**config.mk**
```make
export PLATFORM = sky130hd
export DESIGN_NAME = mole_pattern_gen
export DESIGN_NICKNAME = d
export VERILOG_FILES = /design/src/rtl/mole_pkg.sv /design/src/rtl/mole_lfsr32.sv /design/src/rtl/mole_pattern_gen.sv
export SDC_FILE = /design/constraint.sdc
export NUM_CORES = 1
export LEC_CHECK = 0
export CORE_MARGIN = 8
export CORE_UTILIZATION = 50
export CTS_CLUSTER_DIAMETER = 200
export CTS_CLUSTER_SIZE = 25
export DETAILED_ROUTE_END_ITERATION = 10
export GPL_ROUTABILITY_DRIVEN = 0
export HOLD_SLACK_MARGIN = 0.03
export PLACE_DENSITY_LB_ADDON = 0.3
export SETUP_SLACK_MARGIN = 0.15
export SLEW_MARGIN = 15
export SYNTH_ARGS = -nofsm -noshare
export SYNTH_HDL_FRONTEND = slang
export SYNTH_SLANG_ARGS = --single-unit
```
**constraint.sdc**
```tcl
create_clock -name clk -period 7 [get_ports clk]
set_input_delay 1.05 -clock clk [delete_from_list [all_inputs] [get_ports clk]]
set_output_delay 1.05 -clock clk [all_outputs]
set_load 0.02 [all_outputs]
```
**src/rtl/mole_pkg.sv**
```systemverilog
// Shared constants, state encoding and LFSR step for the whack-a-mole answer-pattern path.
package mole_pkg;

    localparam int NUM_SLOTS = 8;
    localparam int NIBBLE_W  = 4;
    localparam int SLOT_W    = $clog2(NUM_SLOTS);

    // Galois taps for x^32 + x^22 + x^2 + x + 1
    localparam logic [31:0] LFSR_MASK = 32'h8020_0003;

    typedef enum logic [1:0] {
        IDLE,
        GEN,
        DONE
    } state_t;

    function automatic logic [31:0] lfsr_next(input logic [31:0] value);
        return value[0] ? ((value >> 1) ^ LFSR_MASK) : (value >> 1);
    endfunction

endpackage

```
**src/rtl/mole_lfsr32.sv**
```systemverilog
// Free-running 32-bit Galois LFSR; a zero seed is replaced by 1 so the register never locks up.
module mole_lfsr32
    import mole_pkg::*;
(
    input  logic        clk,
    input  logic        reset,
    input  logic [31:0] seed,
    output logic [31:0] value
);

    logic [31:0] seed_safe;

    assign seed_safe = (seed == 32'd0) ? 32'd1 : seed;

    // NOTE: state registers use non-blocking assignments so every flop samples pre-edge values.
    always_ff @(posedge clk or posedge reset) begin
        if (reset) begin
            value <= seed_safe;
        end else begin
            value <= lfsr_next(value);
        end
    end

endmodule

```
**src/rtl/mole_pattern_gen.sv**
```systemverilog
// Builds 8-nibble mole answer words from an LFSR with rejection sampling and a forced fallback.
// Define MOLE_NO_REPEAT_EN to forbid the same hole in adjacent slots, including across words.
module mole_pattern_gen
    import mole_pkg::*;
#(
    parameter int          NUM_HOLES  = 9,
    parameter logic [31:0] SEED       = 32'hACE1_2023,
    parameter int          MAX_REJECT = 7
) (
    input  logic        clk,
    input  logic        reset,
    input  logic        req,
    input  logic        game_start,
    output logic [31:0] data_out,
    output logic        write_enable,
    output logic        busy,
    output logic [7:0]  pattern_count
);

    localparam int REJ_W = (MAX_REJECT < 1) ? 1 : $clog2(MAX_REJECT + 1);

    state_t              state, state_next;
    logic [SLOT_W-1:0]   slot, slot_next, prev_slot;
    logic [REJ_W-1:0]    rej, rej_next;
    logic [31:0]         shadow, shadow_next;
    logic                pending, pending_next;
    logic [31:0]         lfsr;
    logic                start;
    logic [NIBBLE_W-1:0] cand, prev, fallback;
    logic [NIBBLE_W:0]   prev_inc;
    logic                in_range, repeat_ok, accept;

    mole_lfsr32 u_lfsr (
        .clk   (clk),
        .reset (reset),
        .seed  (SEED),
        .value (lfsr)
    );

    assign start     = req | game_start;
    assign cand      = lfsr[NIBBLE_W-1:0];
    assign prev_slot = slot - SLOT_W'(1);

    // Slot 0 has no in-word predecessor; with the no-repeat rule it chains off the last delivered word.
`ifdef MOLE_NO_REPEAT_EN
    assign prev = (slot == '0) ? data_out[31:28] : shadow[prev_slot*NIBBLE_W +: NIBBLE_W];
`else
    assign prev = (slot == '0) ? '0 : shadow[prev_slot*NIBBLE_W +: NIBBLE_W];
`endif

    assign prev_inc = {1'b0, prev} + (NIBBLE_W+1)'(1);
    assign fallback = (prev_inc == (NIBBLE_W+1)'(NUM_HOLES)) ? '0 : prev_inc[NIBBLE_W-1:0];
    assign in_range = ({1'b0, cand} < (NIBBLE_W+1)'(NUM_HOLES));

`ifdef MOLE_NO_REPEAT_EN
    assign repeat_ok = (cand != prev);
`else
    assign repeat_ok = 1'b1;
`endif

    assign accept = in_range & repeat_ok;

    always_comb begin
        // NOTE: every variable gets a default first so no path leaves one unassigned (no latches).
        state_next   = state;
        slot_next    = slot;
        rej_next     = rej;
        shadow_next  = shadow;
        pending_next = pending;

        unique case (state)
            IDLE: begin
                if (start || pending) begin
                    slot_next    = '0;
                    rej_next     = '0;
                    shadow_next  = '0;
                    pending_next = 1'b0;
                    state_next   = GEN;
                end
            end
            GEN: begin
                if (start) pending_next = 1'b1;
                if (accept || rej == REJ_W'(MAX_REJECT)) begin
                    shadow_next[slot*NIBBLE_W +: NIBBLE_W] = accept ? cand : fallback;
                    slot_next = slot + SLOT_W'(1);
                    rej_next  = '0;
                    if (slot == SLOT_W'(NUM_SLOTS - 1)) state_next = DONE;
                end else begin
                    rej_next = rej + REJ_W'(1);
                end
            end
            DONE: begin
                if (start) pending_next = 1'b1;
                state_next = IDLE;
            end
            default: state_next = IDLE;
        endcase
    end

    // The partial shadow word is cleared by reset, so an interrupted build can never be delivered.
    always_ff @(posedge clk or posedge reset) begin
        if (reset) begin
            state         <= IDLE;
            slot          <= '0;
            rej           <= '0;
            shadow        <= '0;
            pending       <= 1'b0;
            data_out      <= '0;
            write_enable  <= 1'b0;
            busy          <= 1'b0;
            pattern_count <= '0;
        end else begin
            state        <= state_next;
            slot         <= slot_next;
            rej          <= rej_next;
            shadow       <= shadow_next;
            pending      <= pending_next;
            busy         <= (state_next != IDLE);
            write_enable <= (state_next == DONE);
            if (state_next == DONE) begin
                data_out      <= shadow_next;
                pattern_count <= pattern_count + 8'd1;
            end
        end
    end

endmodule

```
==> results of run 1 <==
## final cells by class
cell class / instances / area share [%]
Clock buffer: 18 / 6.62
Clock inverter: 14 / 3.96
Inverter: 17 / 1.05
Multi-Input combinational cell: 264 / 32.5
Sequential cell: 115 / 45.8
Tap cell: 136 / 2.69
Timing Repair Buffer: 47 / 7.37
## cells by family after synthesis
kind of cell	after synthesis	share of synthesized area, %
AOI/OAI and AO/OA	91	13.8
xor gates and xnor gates	11	2.03
adders and majority gates	16	3.92
buffers and inverters	37	3.11
DFF	115	56.7
muxes	32	9.46
and+or+nand+nor	114	11.0
## registers in the layout (all words and copies together), names as in the netlist
name	count
pending	1
write_enable	1
u_lfsr.value	32
pattern_count	8
busy	1
state	2
rej	3
data_out	32
slot	3
shadow	32
## routing by layer
layer / GRT usage [%] / up-vias / wire length [um]
met5: 0 / - / 0
met3: 5.64 / 32 / 731
met2: 29.5 / 120 / 5520
li1: - / 1629 / -
met4: 10.1 / 0 / 318
met1: 23.5 / 1790 / 5120
## synthesized netlist by cell type (2+ instances only)
cell      count
a32o_2        2
a31oi_1      16
nand4_1       3
xor2_1        5
o21ai_0       3
nor3_1       15
nor4_1        2
mux4_2        4
mux2_4        2
nor3_2        2
dfrtp_1     103
dfstp_2      12
a21o_1        9
a21oi_1      10
xnor2_1       5
clkbuf_1      8
nor2b_1       2
o31ai_1       3
a32o_1        3
and3_1        4
nor2_1       17
nand3_1      12
nand2b_1      2
mux4_1        4
buf_2        10
nand2_1      45
inv_1        16
o211ai_1      9
mux2_2       20
nor4b_1       3
a21oi_2       2
a22o_1       18
ha_1         16
## worst register-to-register path, delay by kind of cell, from the launching register on
family	cells	cell delay, ps
compound gates	3	1220
mux	2	520
flops	1	320
buf+inv	2	440
simple gates	2	230
fa+ha+maj	2	1120
## worst paths after layout
path,endpoint
worst max-delay path,data_out[30]
worst min-delay path,u_lfsr.value[11]
worst max register to register,data_out[30]
worst min register to register,u_lfsr.value[11]
max in group asynchronous,shadow[21]
min in group asynchronous,u_lfsr.value[6]
## power by group through the flow
stage / registers [mW] / clock network [mW] / logic, mW
floorplan: 0.677 / 0 / 0.00960
global placement: 0.677 / 0 / 0.0149
detailed placement: 0.677 / 0 / 0.0155
CTS: 0.665 / 0.987 / 0.0156
global route: 0.665 / 1.02 / 0.0178
finish: 0.665 / 0.972 / 0.0146
## through the flow
step                      util [%]  setup WS (ps)  area [um^2]  power [mW]  hold slack [ps]
after floorplan                  -           2930         5100       0.687              331
after global placement        55.7           3160         5650       0.692              337
after detailed placement      55.7           3090         5650       0.693              336
after CTS                     62.3           3160         6320        1.67              349
after global routing          62.3           2820         6320        1.70              358
final                         62.3           3100         6320        1.65              346
==> impl_metrics.tcl, run 1 <==
set metrics [dict create \
    synth_area_per_cell_um2 12.3 \
    powerDensity_nw_per_um2 262 \
    crit_chain "buf_4 -> inv_1 -> ha_1 -> mux4_1 -> nand2_1 -> a21oi_1 -> ha_1 -> nand3_1 -> a311oi_2 -> a22o_1 -> mux2_2" \
    syn-num-nets 436 \
    fmax_ghz 0.256 \
    crit_type "reg2reg" \
    grt_pass1_wl_um 19800 \
    holdPathStages 0 \
    drt_iter0_markers 326 \
    initial_core_util_pct 50.4 \
    ys_seq_elements 115 \
    rows 37 \
    register_area_um2 2890 \
    internal-power_mw 1.32 \
    synth_flop_cell "dfrtp_1" \
    synth_cell_type_count 62 \
    clockBufferDepth 2 \
    via_per_inst 5.84 \
    clock_sinks 115 \
    p_clk_share_pct 58.8 \
    cts-resized-gates 0 \
    pwr-share-comb_pct 0.9 \
    max-cap-violations 0 \
    cpMostUsedCell "ha_1" \
    crit_family "compound AO/OA/AOI/OAI gates" \
    h-tree-depth 4 \
    synth_area_um2 5100 \
    grt_setup_unrepaired "no" \
    setup_viol 0 \
    crit_slowest_cell "ha_1" \
    die_h_um 117 \
    cp-end-kind "flip-flop" \
    seqPwrFrac_pct 40.3 \
    swShare_pct 19.9 \
    hold_violations 0 \
    yosysWarnings 0 \
    drt_first_pass_iters 4 \
    routed_wl_um 11700 \
    coreArea_um2 10100 \
    slew_violations 0 \
    setup_tns_ps 0 \
    clk_pin_slew_worst_paths_ps 60 \
    cp-start-kind "flip-flop" \
    skew_ps 8.30 \
    regToRegSetupSlack_ps 3100 \
    synth_edf_count 0 \
    outcome "completed" \
    max_stage_delay_ps 770 \
    period_share_pct 55.8 \
    grt_antenna_before_repair 0 \
    synth_top_cell_area_share_pct 50.5 \
    postCtsSetupBuffers 0 \
    final_cell_count_no_fill 611 \
    clockRootBuffer "clkbuf_8" \
    crit_cells 11 \
    die-area_um2 13700 \
    dp.cells 579 \
    clk_latency_ps 520 \
    dp_hpwl_um 7730 \
    n_antenna_cell 0 \
    slew_headroom_pct 24.7 \
    async_flop_share_pct 100 \
    critPathBufInv 2 \
    io_pins 46 \
    cp_max_fo 21 \
    finalCriticalPeriod_ps 3900 \
    wl_per_cell_um 19.1 \
    cp.required_ps 7460 \
    layout-drive-gt1-share_pct 18.9 \
    multi_input_area_um2 2050 \
    r2r-start "slot[0]" \
    synth_cells 416 \
    grt_max_degree 62 \
    fin_nets 482 \
    postRouteAntennaNets 0 \
    tightestPinTransition_ps 1120 \
    route.detailed.drc 0 \
    gr-total-overflow 0 \
    dr_total_vias 3571 \
    grt_pass1_vias 3930 \
    die_w_um 117 \
    yosysSeqAreaShare_pct 56.7 \
    hold_buffers 0 \
    areaGrowthSynthToFinish_pct 23.7 \
    cts_tree "done" \
    cts_inserted_buffers 17 \
    grt_use_total_pct 19.0 \
    vdd_drop_max_mv 0.147 \
    fillers 759 \
    final_cell_mix "103 x dfrtp_1, 45 x nand2_1, 45 x clkdlybuf4s50_1" \
    critPathArrivalTime_ps 4360 \
    yosys.area.top_type "dfrtp_1" \
    setup.worst_path.start "slot[0]" \
    power_leakage_nw 2.90 \
    yosys-top-cells-area "dfrtp_1 50%, dfstp_2 6.2%, mux2_2 4.4%" \
    hp-start "u_lfsr.value[12]" \
    io_buffer_count 45 \
    p_sw_uw 329 \
    hold_path.class "reg2reg" \
    layout_commonest_cell "dfrtp_1" \
    r2r_cells 11 \
]
Power figures use the tool's default switching activity.
==> run 2: changes to the inputs <==
Clock period 7 ns to 3.2 ns, I/O delays scaled along.
==> run 2 against run 1 <==
Sequential share of layout area shrank 0.60 points; global-route usage up 0.71 points; register-to-register slack lost 2800 ps; worst hold slack gained 0.88 ps; utilization grew 0.85 points; first-iteration DRC count rose by 14%; clock power rose by 84%.
==> impl_metrics.tcl, run 2 (synthesized netlist as in run 1, its figures left out) <==
set metrics [dict create \
    internal-power_mw 2.62 \
    final_cell_mix "102 x dfrtp_1, 45 x clkdlybuf4s50_1, 44 x nand2_1" \
    grt_max_degree 116 \
    fin_nets 497 \
    tightestPinTransition_ps 664 \
    grt_pass1_vias 3786 \
    fmax_ghz 0.339 \
    drt_first_pass_iters 5 \
    hold_path.class "reg2reg" \
    grt_pass1_wl_um 20300 \
    postRouteAntennaNets 0 \
    swShare_pct 20.1 \
    dr_total_vias 3744 \
    crit_type "reg2reg" \
    setup_tns_ps 0 \
    routed_wl_um 12400 \
    power_leakage_nw 2.92 \
    max-cap-violations 0 \
    initial_core_util_pct 50.4 \
    slew_violations 0 \
    clk_pin_slew_worst_paths_ps 60 \
    h-tree-depth 4 \
    cp-start-kind "flip-flop" \
    crit_slowest_cell "dfrtp_2" \
    period_share_pct 92.2 \
    via_per_inst 5.98 \
    rows 37 \
    areaGrowthSynthToFinish_pct 25.4 \
    max_stage_delay_ps 430 \
    clockRootBuffer "clkbuf_8" \
    critPathArrivalTime_ps 3350 \
    outcome "completed" \
    setup_viol 0 \
    coreArea_um2 10100 \
    dp_hpwl_um 8310 \
    clock_sinks 115 \
    n_antenna_cell 0 \
    p_clk_share_pct 54.6 \
    seqPwrFrac_pct 44.4 \
    grt_use_total_pct 19.7 \
    crit_chain "inv_1 -> ha_1 -> xnor2_2 -> nand2_1 -> a21oi_2 -> ha_2 -> nand3_1 -> a21oi_2 -> nor3_4 -> a32o_2 -> mux2_4" \
    io_buffer_count 45 \
    vdd_drop_max_mv 0.516 \
    pwr-share-comb_pct 1.0 \
    gr-total-overflow 0 \
    clockBufferDepth 2 \
    wl_per_cell_um 19.7 \
    top_regs "data_out: 32 flops, shadow: 32 flops, u_lfsr.value: 32 flops" \
    cp_max_fo 8 \
    cp-end-kind "flip-flop" \
    slew_headroom_pct 55.7 \
    die_h_um 117 \
    route.detailed.drc 0 \
    die_w_um 117 \
    total_power_mw 3.28 \
    finalCriticalPeriod_ps 2950 \
    p_sw_uw 659 \
    layout_commonest_cell "dfrtp_1" \
    hold_buffers 0 \
    drt_iter0_markers 372 \
    grt_setup_unrepaired "yes" \
    cpMostUsedCell "a21oi_2" \
    cts_inserted_buffers 17 \
    layout-drive-gt1-share_pct 23.5 \
    io_pins 46 \
    clk_latency_ps 510 \
    cts_tree "done" \
    cp.required_ps 3600 \
    hold_violations 0 \
    skew_ps 7.76 \
    die-area_um2 13700 \
    powerDensity_nw_per_um2 513 \
    grt_antenna_before_repair 0 \
]
==> run 2: metal layers <==
| layer | wire, um | track usage (%) | part of all wire (%) |
|---|---|---|---|
| met1 | 5380 | 25.3 | 44 |
| met5 | 0 | 0 | 0 |
| met4 | 343 | 8.45 | 2.8 |
| met3 | 1020 | 7.03 | 8.2 |
| met2 | 5610 | 29.6 | 45 |
==> run 2: power by group through the flow <==
stage               registers (mW)  clock network, mW  logic, mW
floorplan                     1.48                  0     0.0213
global placement              1.48                  0     0.0352
detailed placement            1.48                  0     0.0360
CTS                           1.46               1.83     0.0361
global route                  1.46               1.90     0.0402
finish                        1.46               1.79     0.0338
==> run 2: final timing paths <==
path	startpoint	end	slack [ps]	cells past startpoint
max	slot[1]	data_out[31]	250	11
min	u_lfsr.value[20]	u_lfsr.value[19]	350	0
max reg2reg	slot[1]	data_out[31]	250	11
min reg2reg	u_lfsr.value[20]	u_lfsr.value[19]	350	0
max in group asynchronous	reset	data_out[11]	2270	3
min in group asynchronous	reset	u_lfsr.value[17]	490	3
==> run 2: per-stage QoR <==
| stage | std cells | hold slack [ps] | setup slack, ps | util [%] | area, um^2 |
|---|---|---|---|---|---|
| after global routing | 626 | 355 | 98.4 | 63.1 | 6400 |
| final | 626 | 347 | 250 | 63.1 | 6400 |
| after global placement | 588 | 334 | 226 | 56.8 | 5760 |
| after CTS | 620 | 350 | 166 | 62.5 | 6340 |
| after detailed placement | 588 | 337 | 144 | 56.8 | 5760 |
| after floorplan | 416 | 331 | 153 | - | 5160 |
==> run 2: layout make-up <==
type | count | area, um^2
fillers | 739 | 3740
flip-flops and latches | 115 | 2890
multi-input cells | 264 | 2110
repair buffers | 62 | 591
clock buffers | 22 | 463
well taps | 136 | 170
clock inverters | 10 | 108
inverters | 17 | 70.1
==> run 2: worst max-delay path: cells and delay by family (launching register included) <==
family	cells	cell delay (ps)
buf+inv	1	110
simple gates	3	350
mux	1	260
xor+xnor	1	340
flops	1	430
compound gates	3	770
fa+ha+maj	2	560
==> run 2: timing repair <==
action / CTS / global route
pin swaps: 0 / 3
setup buffers: 0 / 6
endpoints found under the setup margin: 7 / 39
resized for setup: 1 / 4
